===== src/rtl/led_matrix_scan_pkg.sv =====
`default_nettype none
// ============================================================================
//  Module      : led_matrix_scan_pkg
//  Description : Shared matrix geometry, scan FSM encoding and row-slice
//                helper used by the LED scanner and the glyph encoder.
//  Revision    : 1.0 - initial release
// ============================================================================
package led_matrix_scan_pkg;

  localparam int MATRIX_DIM = 6;
  localparam int IMG_W      = MATRIX_DIM * MATRIX_DIM;

  typedef enum logic [1:0] {
    ST_IDLE  = 2'd0,
    ST_BLANK = 2'd1,
    ST_ON    = 2'd2
  } scan_state_e;

  // Row r of an image word: img[6r+5:6r], bit 6r+5 being the leftmost pixel.
  function automatic logic [MATRIX_DIM-1:0] row_slice(input logic [IMG_W-1:0] img,
                                                      input logic [2:0]       r);
    logic [MATRIX_DIM-1:0] s;
    s = '0;
    for (int i = 0; i < MATRIX_DIM; i++) begin
      if (r == 3'(i)) s = img[MATRIX_DIM*i +: MATRIX_DIM];
    end
    return s;
  endfunction

endpackage
`default_nettype wire


===== src/rtl/led_matrix_scan_if.sv =====
`default_nettype none
// ============================================================================
//  Module      : led_matrix_scan_if
//  Description : Glyph image bus (36-bit image word, valid/ready handshake).
//  Revision    : 1.0 - initial release
// ============================================================================
interface led_matrix_scan_if;
  import led_matrix_scan_pkg::*;

  logic [IMG_W-1:0] img;
  logic             img_valid;
  logic             img_ready;

  modport master (output img, output img_valid, input  img_ready);
  modport slave  (input  img, input  img_valid, output img_ready);

endinterface
`default_nettype wire


===== src/rtl/led_scan_timer.sv =====
`default_nettype none
// ============================================================================
//  Module      : led_scan_timer
//  Description : Row-slot divider and row counter for the LED scanner.
//                Sequences IDLE/BLANK/ON, flags the frame wrap and emits a
//                registered frame_start pulse on entry to row 0 blanking.
//  Revision    : 1.0 - initial release
// ============================================================================
module led_scan_timer
  import led_matrix_scan_pkg::*;
#(
  parameter int ROW_DIV   = 2000,
  parameter int BLANK_CYC = 16
) (
  input  logic        clk,
  input  logic        rst_n,
  input  logic        enable,
  output scan_state_e state_next,
  output logic [2:0]  row_idx_next,
  output logic        in_on,
  output logic        wrap,
  output logic        frame_start
);

  localparam int             DIV_W      = $clog2(ROW_DIV);
  localparam logic [DIV_W-1:0] DIV_LAST   = DIV_W'(ROW_DIV - 1);
  localparam logic [DIV_W-1:0] BLANK_LAST = DIV_W'(BLANK_CYC - 1);
  localparam logic [2:0]       ROW_LAST   = 3'(MATRIX_DIM - 1);

  scan_state_e      state_q, state_d;
  logic [DIV_W-1:0] div_q, div_d;
  logic [2:0]       row_idx_q, row_idx_d;
  logic             frame_start_q, frame_start_d;

  // State, divider and row counter registers.
  always_ff @(posedge clk or negedge rst_n) begin
    if (!rst_n) begin
      state_q       <= ST_IDLE;
      div_q         <= '0;
      row_idx_q     <= '0;
      frame_start_q <= 1'b0;
    end else begin
      state_q       <= state_d;
      div_q         <= div_d;
      row_idx_q     <= row_idx_d;
      frame_start_q <= frame_start_d;
    end
  end

  // Next-state: disable always wins and clears the counters.
  always_comb begin
    state_d   = state_q;
    div_d     = div_q;
    row_idx_d = row_idx_q;
    wrap      = 1'b0;
    if (!enable) begin
      state_d   = ST_IDLE;
      div_d     = '0;
      row_idx_d = '0;
    end else begin
      case (state_q)
        ST_IDLE: begin
          state_d   = ST_BLANK;
          div_d     = '0;
          row_idx_d = '0;
        end
        ST_BLANK: begin
          div_d = div_q + DIV_W'(1);
          if (div_q == BLANK_LAST) state_d = ST_ON;
        end
        ST_ON: begin
          if (div_q == DIV_LAST) begin
            div_d   = '0;
            state_d = ST_BLANK;
            if (row_idx_q == ROW_LAST) begin
              row_idx_d = '0;
              wrap      = 1'b1;
            end else begin
              row_idx_d = row_idx_q + 3'd1;
            end
          end else begin
            div_d = div_q + DIV_W'(1);
          end
        end
        default: begin
          state_d   = ST_IDLE;
          div_d     = '0;
          row_idx_d = '0;
        end
      endcase
    end
    // Entering row 0 blanking happens only from IDLE or on the frame wrap.
    frame_start_d = (state_d == ST_BLANK) && (div_d == '0) && (row_idx_d == '0);
  end

  assign state_next   = state_d;
  assign row_idx_next = row_idx_d;
  assign in_on        = (state_q == ST_ON);
  assign frame_start  = frame_start_q;

endmodule
`default_nettype wire


===== src/rtl/led_matrix_scan.sv =====
`default_nettype none
// ============================================================================
//  Module      : led_matrix_scan
//  Description : 6x6 row-multiplexed LED matrix driver. Double-buffered image
//                (pending/active, swapped only at frame wrap), per-row
//                blanking, PWM brightness on the column drive.
//  Revision    : 1.0 - initial release
// ============================================================================
module led_matrix_scan
  import led_matrix_scan_pkg::*;
#(
  parameter int ROW_DIV        = 2000,
  parameter int BLANK_CYC      = 16,
  parameter int PWM_BITS       = 4,
  parameter bit ROW_ACTIVE_LOW = 1'b1,
  parameter bit COL_ACTIVE_LOW = 1'b0
) (
  input  logic                  clk,
  input  logic                  rst_n,
  led_matrix_scan_if.slave      img_bus,
  input  logic [PWM_BITS-1:0]   brightness,
  input  logic                  enable,
  output logic [MATRIX_DIM-1:0] row,
  output logic [MATRIX_DIM-1:0] col,
  output logic                  frame_start
);

  // Inactive pin levels; XOR with these applies the pin polarity.
  localparam logic [MATRIX_DIM-1:0] ROW_OFF = {MATRIX_DIM{ROW_ACTIVE_LOW}};
  localparam logic [MATRIX_DIM-1:0] COL_OFF = {MATRIX_DIM{COL_ACTIVE_LOW}};

  scan_state_e           state_next;
  logic [2:0]            row_idx_next;
  logic                  in_on;
  logic                  wrap;

  logic [IMG_W-1:0]      active_q, active_d;
  logic [IMG_W-1:0]      pending_q, pending_d;
  logic                  pending_full_q, pending_full_d;
  logic [PWM_BITS-1:0]   pwm_q, pwm_d;
  logic [MATRIX_DIM-1:0] row_q, row_d;
  logic [MATRIX_DIM-1:0] col_q, col_d;
  logic                  lit;

  led_scan_timer #(
    .ROW_DIV   (ROW_DIV),
    .BLANK_CYC (BLANK_CYC)
  ) u_timer (
    .clk          (clk),
    .rst_n        (rst_n),
    .enable       (enable),
    .state_next   (state_next),
    .row_idx_next (row_idx_next),
    .in_on        (in_on),
    .wrap         (wrap),
    .frame_start  (frame_start)
  );

  assign img_bus.img_ready = ~pending_full_q;

  // Image buffers: a full pending buffer moves to active only on the frame
  // wrap; a handshake can only land while pending is empty, so the two never
  // collide and a boundary-clock handshake waits for the following frame.
  always_comb begin
    active_d       = active_q;
    pending_d      = pending_q;
    pending_full_d = pending_full_q;
    if (wrap && pending_full_q) begin
      active_d       = pending_q;
      pending_full_d = 1'b0;
    end else if (img_bus.img_valid && !pending_full_q) begin
      pending_d      = img_bus.img;
      pending_full_d = 1'b1;
    end
  end

  // PWM phase and pin values, computed from the state being entered so the
  // registered pins line up with the internal counters.
  always_comb begin
    pwm_d = pwm_q;
    if (!enable)    pwm_d = '0;
    else if (in_on) pwm_d = pwm_q + PWM_BITS'(1);

    lit   = (brightness == {PWM_BITS{1'b1}}) || (pwm_d < brightness);
    row_d = ROW_OFF;
    col_d = COL_OFF;
    if (state_next == ST_ON) begin
      row_d = (MATRIX_DIM'(1) << row_idx_next) ^ ROW_OFF;
      // col[c] shows image bit 6r+c, so col[5] carries the leftmost pixel.
      col_d = (row_slice(active_d, row_idx_next) & {MATRIX_DIM{lit}}) ^ COL_OFF;
    end
  end

  // Buffer, PWM and output pin registers.
  always_ff @(posedge clk or negedge rst_n) begin
    if (!rst_n) begin
      active_q       <= '0;
      pending_q      <= '0;
      pending_full_q <= 1'b0;
      pwm_q          <= '0;
      row_q          <= ROW_OFF;
      col_q          <= COL_OFF;
    end else begin
      active_q       <= active_d;
      pending_q      <= pending_d;
      pending_full_q <= pending_full_d;
      pwm_q          <= pwm_d;
      row_q          <= row_d;
      col_q          <= col_d;
    end
  end

  assign row = row_q;
  assign col = col_q;

endmodule
`default_nettype wire


===== src/flat_wrapper.sv =====
// flat-port wrapper written by rule: the top's interface ports become plain ports
module led_matrix_scan_flat import led_matrix_scan_pkg::*;
#(
  parameter int ROW_DIV        = 2000,
  parameter int BLANK_CYC      = 16,
  parameter int PWM_BITS       = 4,
  parameter bit ROW_ACTIVE_LOW = 1'b1,
  parameter bit COL_ACTIVE_LOW = 1'b0
)
  (clk, rst_n, brightness, enable, row, col, frame_start, img_bus_img, img_bus_img_valid, img_bus_img_ready);
  led_matrix_scan_if img_bus_i ();
  input  logic clk;
  input  logic rst_n;
  input  logic [PWM_BITS-1:0] brightness;
  input  logic enable;
  output logic [MATRIX_DIM-1:0] row;
  output logic [MATRIX_DIM-1:0] col;
  output logic frame_start;
  input wire logic [$bits(img_bus_i.img)-1:0] img_bus_img;
  input wire logic [$bits(img_bus_i.img_valid)-1:0] img_bus_img_valid;
  output wire logic [$bits(img_bus_i.img_ready)-1:0] img_bus_img_ready;
  assign img_bus_i.img = img_bus_img;
  assign img_bus_i.img_valid = img_bus_img_valid;
  assign img_bus_img_ready = img_bus_i.img_ready;
  led_matrix_scan #(.ROW_DIV(ROW_DIV), .BLANK_CYC(BLANK_CYC), .PWM_BITS(PWM_BITS), .ROW_ACTIVE_LOW(ROW_ACTIVE_LOW), .COL_ACTIVE_LOW(COL_ACTIVE_LOW)) u_core (.clk(clk), .rst_n(rst_n), .img_bus(img_bus_i), .brightness(brightness), .enable(enable), .row(row), .col(col), .frame_start(frame_start));
endmodule

===== config.mk =====
export PLATFORM = sky130hd
export DESIGN_NAME = led_matrix_scan_flat
export DESIGN_NICKNAME = d
export VERILOG_FILES = /design/src/rtl/led_matrix_scan_pkg.sv /design/src/rtl/led_matrix_scan_if.sv /design/src/rtl/led_scan_timer.sv /design/src/rtl/led_matrix_scan.sv /design/src/flat_wrapper.sv
export SDC_FILE = /design/constraint.sdc
export NUM_CORES = 1
export LEC_CHECK = 0
export BUFFER_PORTS_ARGS = -buffer_cell sky130_fd_sc_hd__buf_2
export CAP_MARGIN = 10
export CORE_AREA = 2 2 104 106
export DETAILED_ROUTE_END_ITERATION = 12
export DIE_AREA = 0 0 106 108
export PLACE_DENSITY = 0.71
export SYNTH_ARGS = -nofsm -noshare
export SYNTH_HDL_FRONTEND = slang
export SYNTH_SLANG_ARGS = --single-unit

===== constraint.sdc =====
create_clock -name clk -period 2.65 [get_ports clk]
set_input_delay 0.53 -clock clk [delete_from_list [all_inputs] [get_ports clk]]
set_output_delay 0.53 -clock clk [all_outputs]
set_load 0.02 [all_outputs]

---- Yosys cells after proc, flatten, opt, wreduce, memory -nomap -nowiden ----
Index checks and enable logic that the tools add are counted.
operators by class
  add/subtract/negate cells ............... 3
  $mul .................................... 0
  div/mod/pow operators ................... 0
  $lt $le $gt $ge ......................... 1
  equality and inequality tests ........... 13
  shift operators ......................... 1
  mux-type cells .......................... 29
  bitwise operators ....................... 4
  reduce and logical (&&, ||, !) cells .... 11
operators with widths
  cell                                                                     number
  6-bit 2-to-1 mux                                                         9
  36-bit 2-to-1 mux                                                        1
  11-bit 2-to-1 mux                                                        2
  11-bit case mux with 2 select lines                                      1
  11-bit by 1-bit adder with 11-bit output (second input constant)         1
  11-bit equality test (second input constant)                             1
  11-bit by 4-bit equality test with 1-bit output (second input constant)  1
  11-bit zero test                                                         1
  3-bit equality test (second input constant)                              3
  3-bit 2-to-1 mux                                                         3
  4-bit 2-to-1 mux                                                         2
  6-bit bitwise AND                                                        1
  3-bit by 2-bit equality test with 1-bit output (second input constant)   2
  1-bit 2-to-1 mux                                                         6
  2-bit 2-to-1 mux                                                         3
  6-bit inverter                                                           1
  2-bit case mux with 3 select lines                                       1
  3-bit case mux with 2 select lines                                       1
  1-bit by 3-bit << shifter with 6-bit output (first input constant)       1
  4-bit by 1-bit adder with 4-bit output (second input constant)           1
  2-bit by 1-bit equality test with 1-bit output (second input constant)   2
  2-bit equality test (second input constant)                              2
  4-bit equality test (second input constant)                              1
  1-bit logical AND                                                        4
  10 further kinds                                                         11
word-level totals
  register bits after elaboration ......... 106
  bits in latches ......................... 0
  memory bits (writable) .................. 0
  memory bits (read-only) ................. 0
  input bits .............................. 44
  output and inout port bits .............. 14
  word-level logic and storage cells ...... 72
  memories ................................ 0

---- Logic depth before layout (Yosys ltp) ----
  word-level depth ........................ 16
  mapped depth ............................ 13
  depth with buffers taken out ............ 12

---- Hierarchy ----
A second synthesis with hierarchy kept.
unflattened totals
  cell total of the unflattened synthesis .. 377
  area total of the unflattened synthesis .. 4,834.6 µm²
modules (own cells, without submodules)
  module           times used  cells an instance  area each (µm²)
  led_matrix_scan  1           254                3,716.1
  led_scan_timer   1           123                1,118.6

---- Least setup slack after synthesis ----
OpenSTA, ideal clock, no wires.
  kind .................................... flip-flop to flip-flop
  start point ............................. register u_core.u_timer.state_q[0]
  end point ............................... register u_core.col_q[0] (netlist: u_core.col[0])
  library setup time ...................... 0.087 ns
  arrival time ............................ 2.485 ns
  data required time ...................... 2.563 ns
  slack ................................... 0.079 ns
  stages on the path, launching flop included .. 13
  cell sequence ........................... dfrtp_1 > inv_1 > ha_1 > buf_2 > mux2i_1 > nor2b_1 > ha_1 > nand2b_1 > o221a_2 > o31a_1 > nor3b_4 > o221ai_1 > a211oi_2
on the way
  elaborated cells between the ends (all ways) .. 33
  those cells by class .................... order compare (1); eq/ne (8); mux (19); bitwise (1); reduce/logical (4)
RTL lines
  element                   line                    text
  start: declaration        led_scan_timer.sv:30    scan_state_e state_q, state_d;
  start signal: assignment  led_scan_timer.sv:43    state_q <= state_d;
  2-bit equality test       led_scan_timer.sv:98    assign in_on = (state_q == ST_ON);
  4-bit 2-to-1 mux          led_matrix_scan.sv:82   else if (in_on) pwm_d = pwm_q + PWM_BITS'(1);
  4-bit 2-to-1 mux          led_matrix_scan.sv:81   if (!enable) pwm_d = '0;
  via u_core.pwm_d[1]       led_matrix_scan.sv:40   logic [PWM_BITS-1:0] pwm_q, pwm_d;
  4-bit < comparator        led_matrix_scan.sv:84   lit = (brightness == {PWM_BITS{1'b1}}) || (pwm_d < brightness);
  1-bit logical OR          led_matrix_scan.sv:84
  6-bit bitwise AND         led_matrix_scan.sv:90   col_d = (row_slice(active_d, row_idx_next) & {MATRIX_DIM{lit}}) ^ COL_OFF;
  6-bit 2-to-1 mux          led_matrix_scan.sv:87   if (state_next == ST_ON) begin
  via u_core.col_d[0]       led_matrix_scan.sv:42   logic [MATRIX_DIM-1:0] col_q, col_d;
  end signal: assignment    led_matrix_scan.sv:109  col_q <= col_d;
  end: declaration          led_matrix_scan.sv:42
The timed path passes the listed nets, and every way through them passes these cells. The select of a mux whose other input is x is not followed.
A chain may end at the register's enable or synchronous reset.

---- Final worst setup path ----
  start point ............................. register u_core.u_timer.state_q[0]
  end point ............................... register u_core.col_q[3] (netlist: u_core.col[3])
The elaborated chain is that of the path after synthesis.

==> out/metrics.csv <==
stage,metric,value,unit
floorplanning,Die Span Y,108,um
clocking,Clock H-tree levels,3,
timing,max_slew headroom,59.5,%
floorplanning,IO Count,58,
timing,clock skew,0.00826,ns
critical_path,"critical path fanouts, max",6,
detailed_routing,via count,3336,
timing,slack of the critical path,0.142,ns
clocking,clk buf depth,2,
critical_path,R2R Path Start,u_core.u_timer.state_q[0]$_DFF_PN0_,
synthesis,Main synth FF type,dfrtp_1,
floorplanning,DIE WIDTH,106,um
clocking,CTS tree,done,
placement,PortBufs,57,
critical_path,Critical Path Sink Type,register,
critical_path,Critical Path Start,u_core.u_timer.state_q[0]$_DFF_PN0_,
power_and_ir_drop,post-layout total power,2930,uW
grt,initial antenna violation count,0,
run,max_cap viols,0,
detailed_routing,DRC violations left,0,
synthesis,share of the synthesized area in the top cell type,49.7,%
clocking,clk root buf,clkbuf_8,
timing,pins over their slew limit,0,
timing,fin crit share,94.6,%
critical_path,"Buf+Inv Stages, Crit Path",3,
timing,Final min period,2.51,ns
clocking,clk_lat worst skew,0.36,ns
synthesis,"Seq/Total Area, Yosys",52.8,%
hold_path,Hold Path Class,input pin to async pin,
timing,Hold Fails Final Rpt,0,
synthesis,Syn Area/Cell,12.2,sq um
grt,largest net degree at the start of global routing,50,
grt,gr usage total,18.6,%
synthesis,Seq cells post-synth,106,
critical_path,cell repeated most along the worst path,buf_4,
placement,RD Place Congestion,0.902,
grt,GRT overflow,0,
floorplanning,Rows,37,
final_layout,share of layout cells above drive strength 1,40.7,%
critical_path,max incr delay on CP,0.39,ns
floorplanning,core area,0.0102,sq mm
synthesis,"Cell Area, Synth",0.00503,sq mm
final_layout,fillcell total,851,
floorplanning,die area,0.0114,sq mm
placement,Post-Place Worst Slack,0.00681,ns
synthesis,Synth area leaders,"dfrtp_1, mux2_2, dfstp_2",
final_layout,area grow syn2layout,15.9,%
synthesis,synth warn,0,
critical_path,critical path class,register to register,
critical_path,crit-path leading delay family,compound AO/OA/AOI/OAI gates,
synthesis,post-synth cell types,65,
grt,number of global-route vias before repair,3277,
detailed_routing,1st-iter DRT viols,191,
critical_path,WP data required,2.93,ns
timing,fmax,399,MHz
timing,# setup viols final,0,
critical_path,Critical Path AT,2.79,ns
synthesis,Synth async-reset ratio,100,%
detailed_routing,post-route ant nets,0,
detailed_routing,Vias per Instance,5.34,
synthesis,"top cells by count, synth","dfrtp_1, mux2_2, nand2_1, inv_1, nor2_1",
outcome,status,"complete, no violations",
grt,first-pass GRT wire length,16700,um
critical_path,crit-path cells,inv_1 -> ha_4 -> mux2i_1 -> nor2b_1 -> ha_1 -> nand2b_1 -> o221a_2 -> o31a_1 -> nor3b_4 -> buf_4 -> buf_4 -> a21boi_1,
detailed_routing,first-pass iteration count of the detailed router,5,
clocking,CTS sink count,106,
placement,DP Wirelength,7340,um
power_and_ir_drop,Leak Pwr,0.00286,uW
synthesis,Synth area leader,dfrtp_1,
final_layout,# diodes,0,
clocking,CTS buffer count,9,
timing,RSZ-0062 raised after global routing,true,
detailed_routing,final WL,9980,um
critical_path,startpoint types,register,
synthesis,synthesized instance count,413,
timing,Worst Tran Pin Value,0.607,ns
floorplanning,Initial Util,49.2,%
synthesis,most frequent cell after synthesis,dfrtp_1,
power_and_ir_drop,VDD IR max,0.378,mV
critical_path,Slowest cell on crit path,dfrtp_1,
detailed_routing,Avg WL per Cell,16.0,um
final_layout,nets,537,
clocking,Clock Pin Slew Worst Setup and Hold Paths,0.10,ns
power_and_ir_drop,pwr dens,502,mW/mm^2
synthesis,number of synthesized flops with an enable pin,0,
synthesis,Syn Nets,466,
-- placed cells by master (no fill, tap or decap), types with 5 or more instances in the layout --
cell      count
clkbuf_8      9
a21oi_1       9
o21ai_0      14
nand3_1       9
mux2_2       63
buf_4        21
ha_1          8
mux2i_1       6
xor2_1        5
nand4_1       7
o221ai_1      7
nand2_1      29
inv_1        19
nor2_1       19
buf_2        56
dfrtp_1     100
and2_1        5
xnor2_1       8
dfstp_2       6
-- worst register-to-register path, cell delays in order (launching register included) --
cell,delay [ns]
dfrtp_1,0.39
inv_1,0.11
ha_4,0.19
mux2i_1,0.18
nor2b_1,0.08
ha_1,0.19
nand2b_1,0.14
o221a_2,0.22
o31a_1,0.27
nor3b_4,0.17
buf_4,0.18
buf_4,0.11
a21boi_1,0.19
-- where the power goes --
part           total, uW  leakage [uW]  switching (uW)  internal, uW
Sequential          1720       0.00140            40.0          1680
Combinational        171       0.00137            82.7          87.9
Clock               1030     0.0000968             580           454
-- metrics by stage --
stage               cell area, sq um  std cells  setup TNS (ns)  hold slack [ns]  utilization [%]
floorplan                       5030        413               0            0.234                -
global placement                5550        607               0            0.483             54.2
detailed placement              5550        607               0            0.487             54.2
CTS                             5760        623               0            0.178             56.3
global route                    5830        625         -0.0627            0.198             57.0
finish                          5830        625               0            0.165             57.0
-- layout make-up --
type                    instances  area [sq um]  share of cell area, %
repair buffers                 79           478                   8.19
flip-flops and latches        106          2660                   45.6
multi-input cells             269          2240                   38.4
clock inverters                 7          88.8                   1.52
inverters                      19          71.3                   1.22
well taps                     136           170                   2.92
clock buffers                   9           124                   2.12
-- repair_timing --
| item | CTS | global route |
|---|---|---|
| endpoints found under the setup margin | 4 | 7 |
| cloned | 0 | 0 |
| gates resized for setup | 1 | 11 |
| setup buffers | 0 | 2 |
| pin swaps | 1 | 1 |
| hold buffers | 0 | 0 |
-- metal layers --
layer | global-route usage [%] | up-vias | share of wire [%]
li1 | - | 1612 | -
met4 | 5.45 | 0 | 0.70
met3 | 3.62 | 7 | 4.1
met1 | 27.5 | 1645 | 49
met2 | 28.2 | 72 | 46
met5 | 0 | - | 0
-- sequential cells by signal, indices dropped and copies added, names as in the netlist --
signal                      cells
u_core.u_timer.state_q          2
u_core.u_timer.row_idx_q        3
u_core.active_q                36
u_core.pending_q               36
u_core.row                      6
u_core.pwm_q                    4
u_core.pending_full_q           1
u_core.col                      6
u_core.u_timer.frame_start      1
u_core.u_timer.div_q           11
-- worst paths after layout --
| path | to | slack (ns) | cells after the start |
|---|---|---|---|
| max | u_core.col[3]$_DFF_PN0_ | 0.14 | 12 |
| min | u_core.pending_full_q$_DFFE_PN0P_ | 0.16 | 1 |
| max reg2reg | u_core.col[3]$_DFF_PN0_ | 0.14 | 12 |
| min reg2reg | u_core.active_q[8]$_DFF_PN0_ | 0.51 | 1 |
| max in group asynchronous | u_core.row[0]$_DFF_PN1_ | 1.78 | 2 |
| min in group clk | u_core.pending_q[14]$_DFFE_PN0P_ | 0.38 | 2 |
-- cell families after synthesis --
| family | after synthesis | share of synthesized area [%] |
|---|---|---|
| AOI/OAI and AO/OA | 62 | 9.22 |
| xor gates and xnor gates | 13 | 2.26 |
| adders and majority gates | 9 | 2.24 |
| buffers and inverters | 38 | 3.98 |
| DFF | 106 | 52.8 |
| muxes | 76 | 17.0 |
| and+or+nand+nor | 109 | 12.5 |
Power figures use the tool's default switching activity.
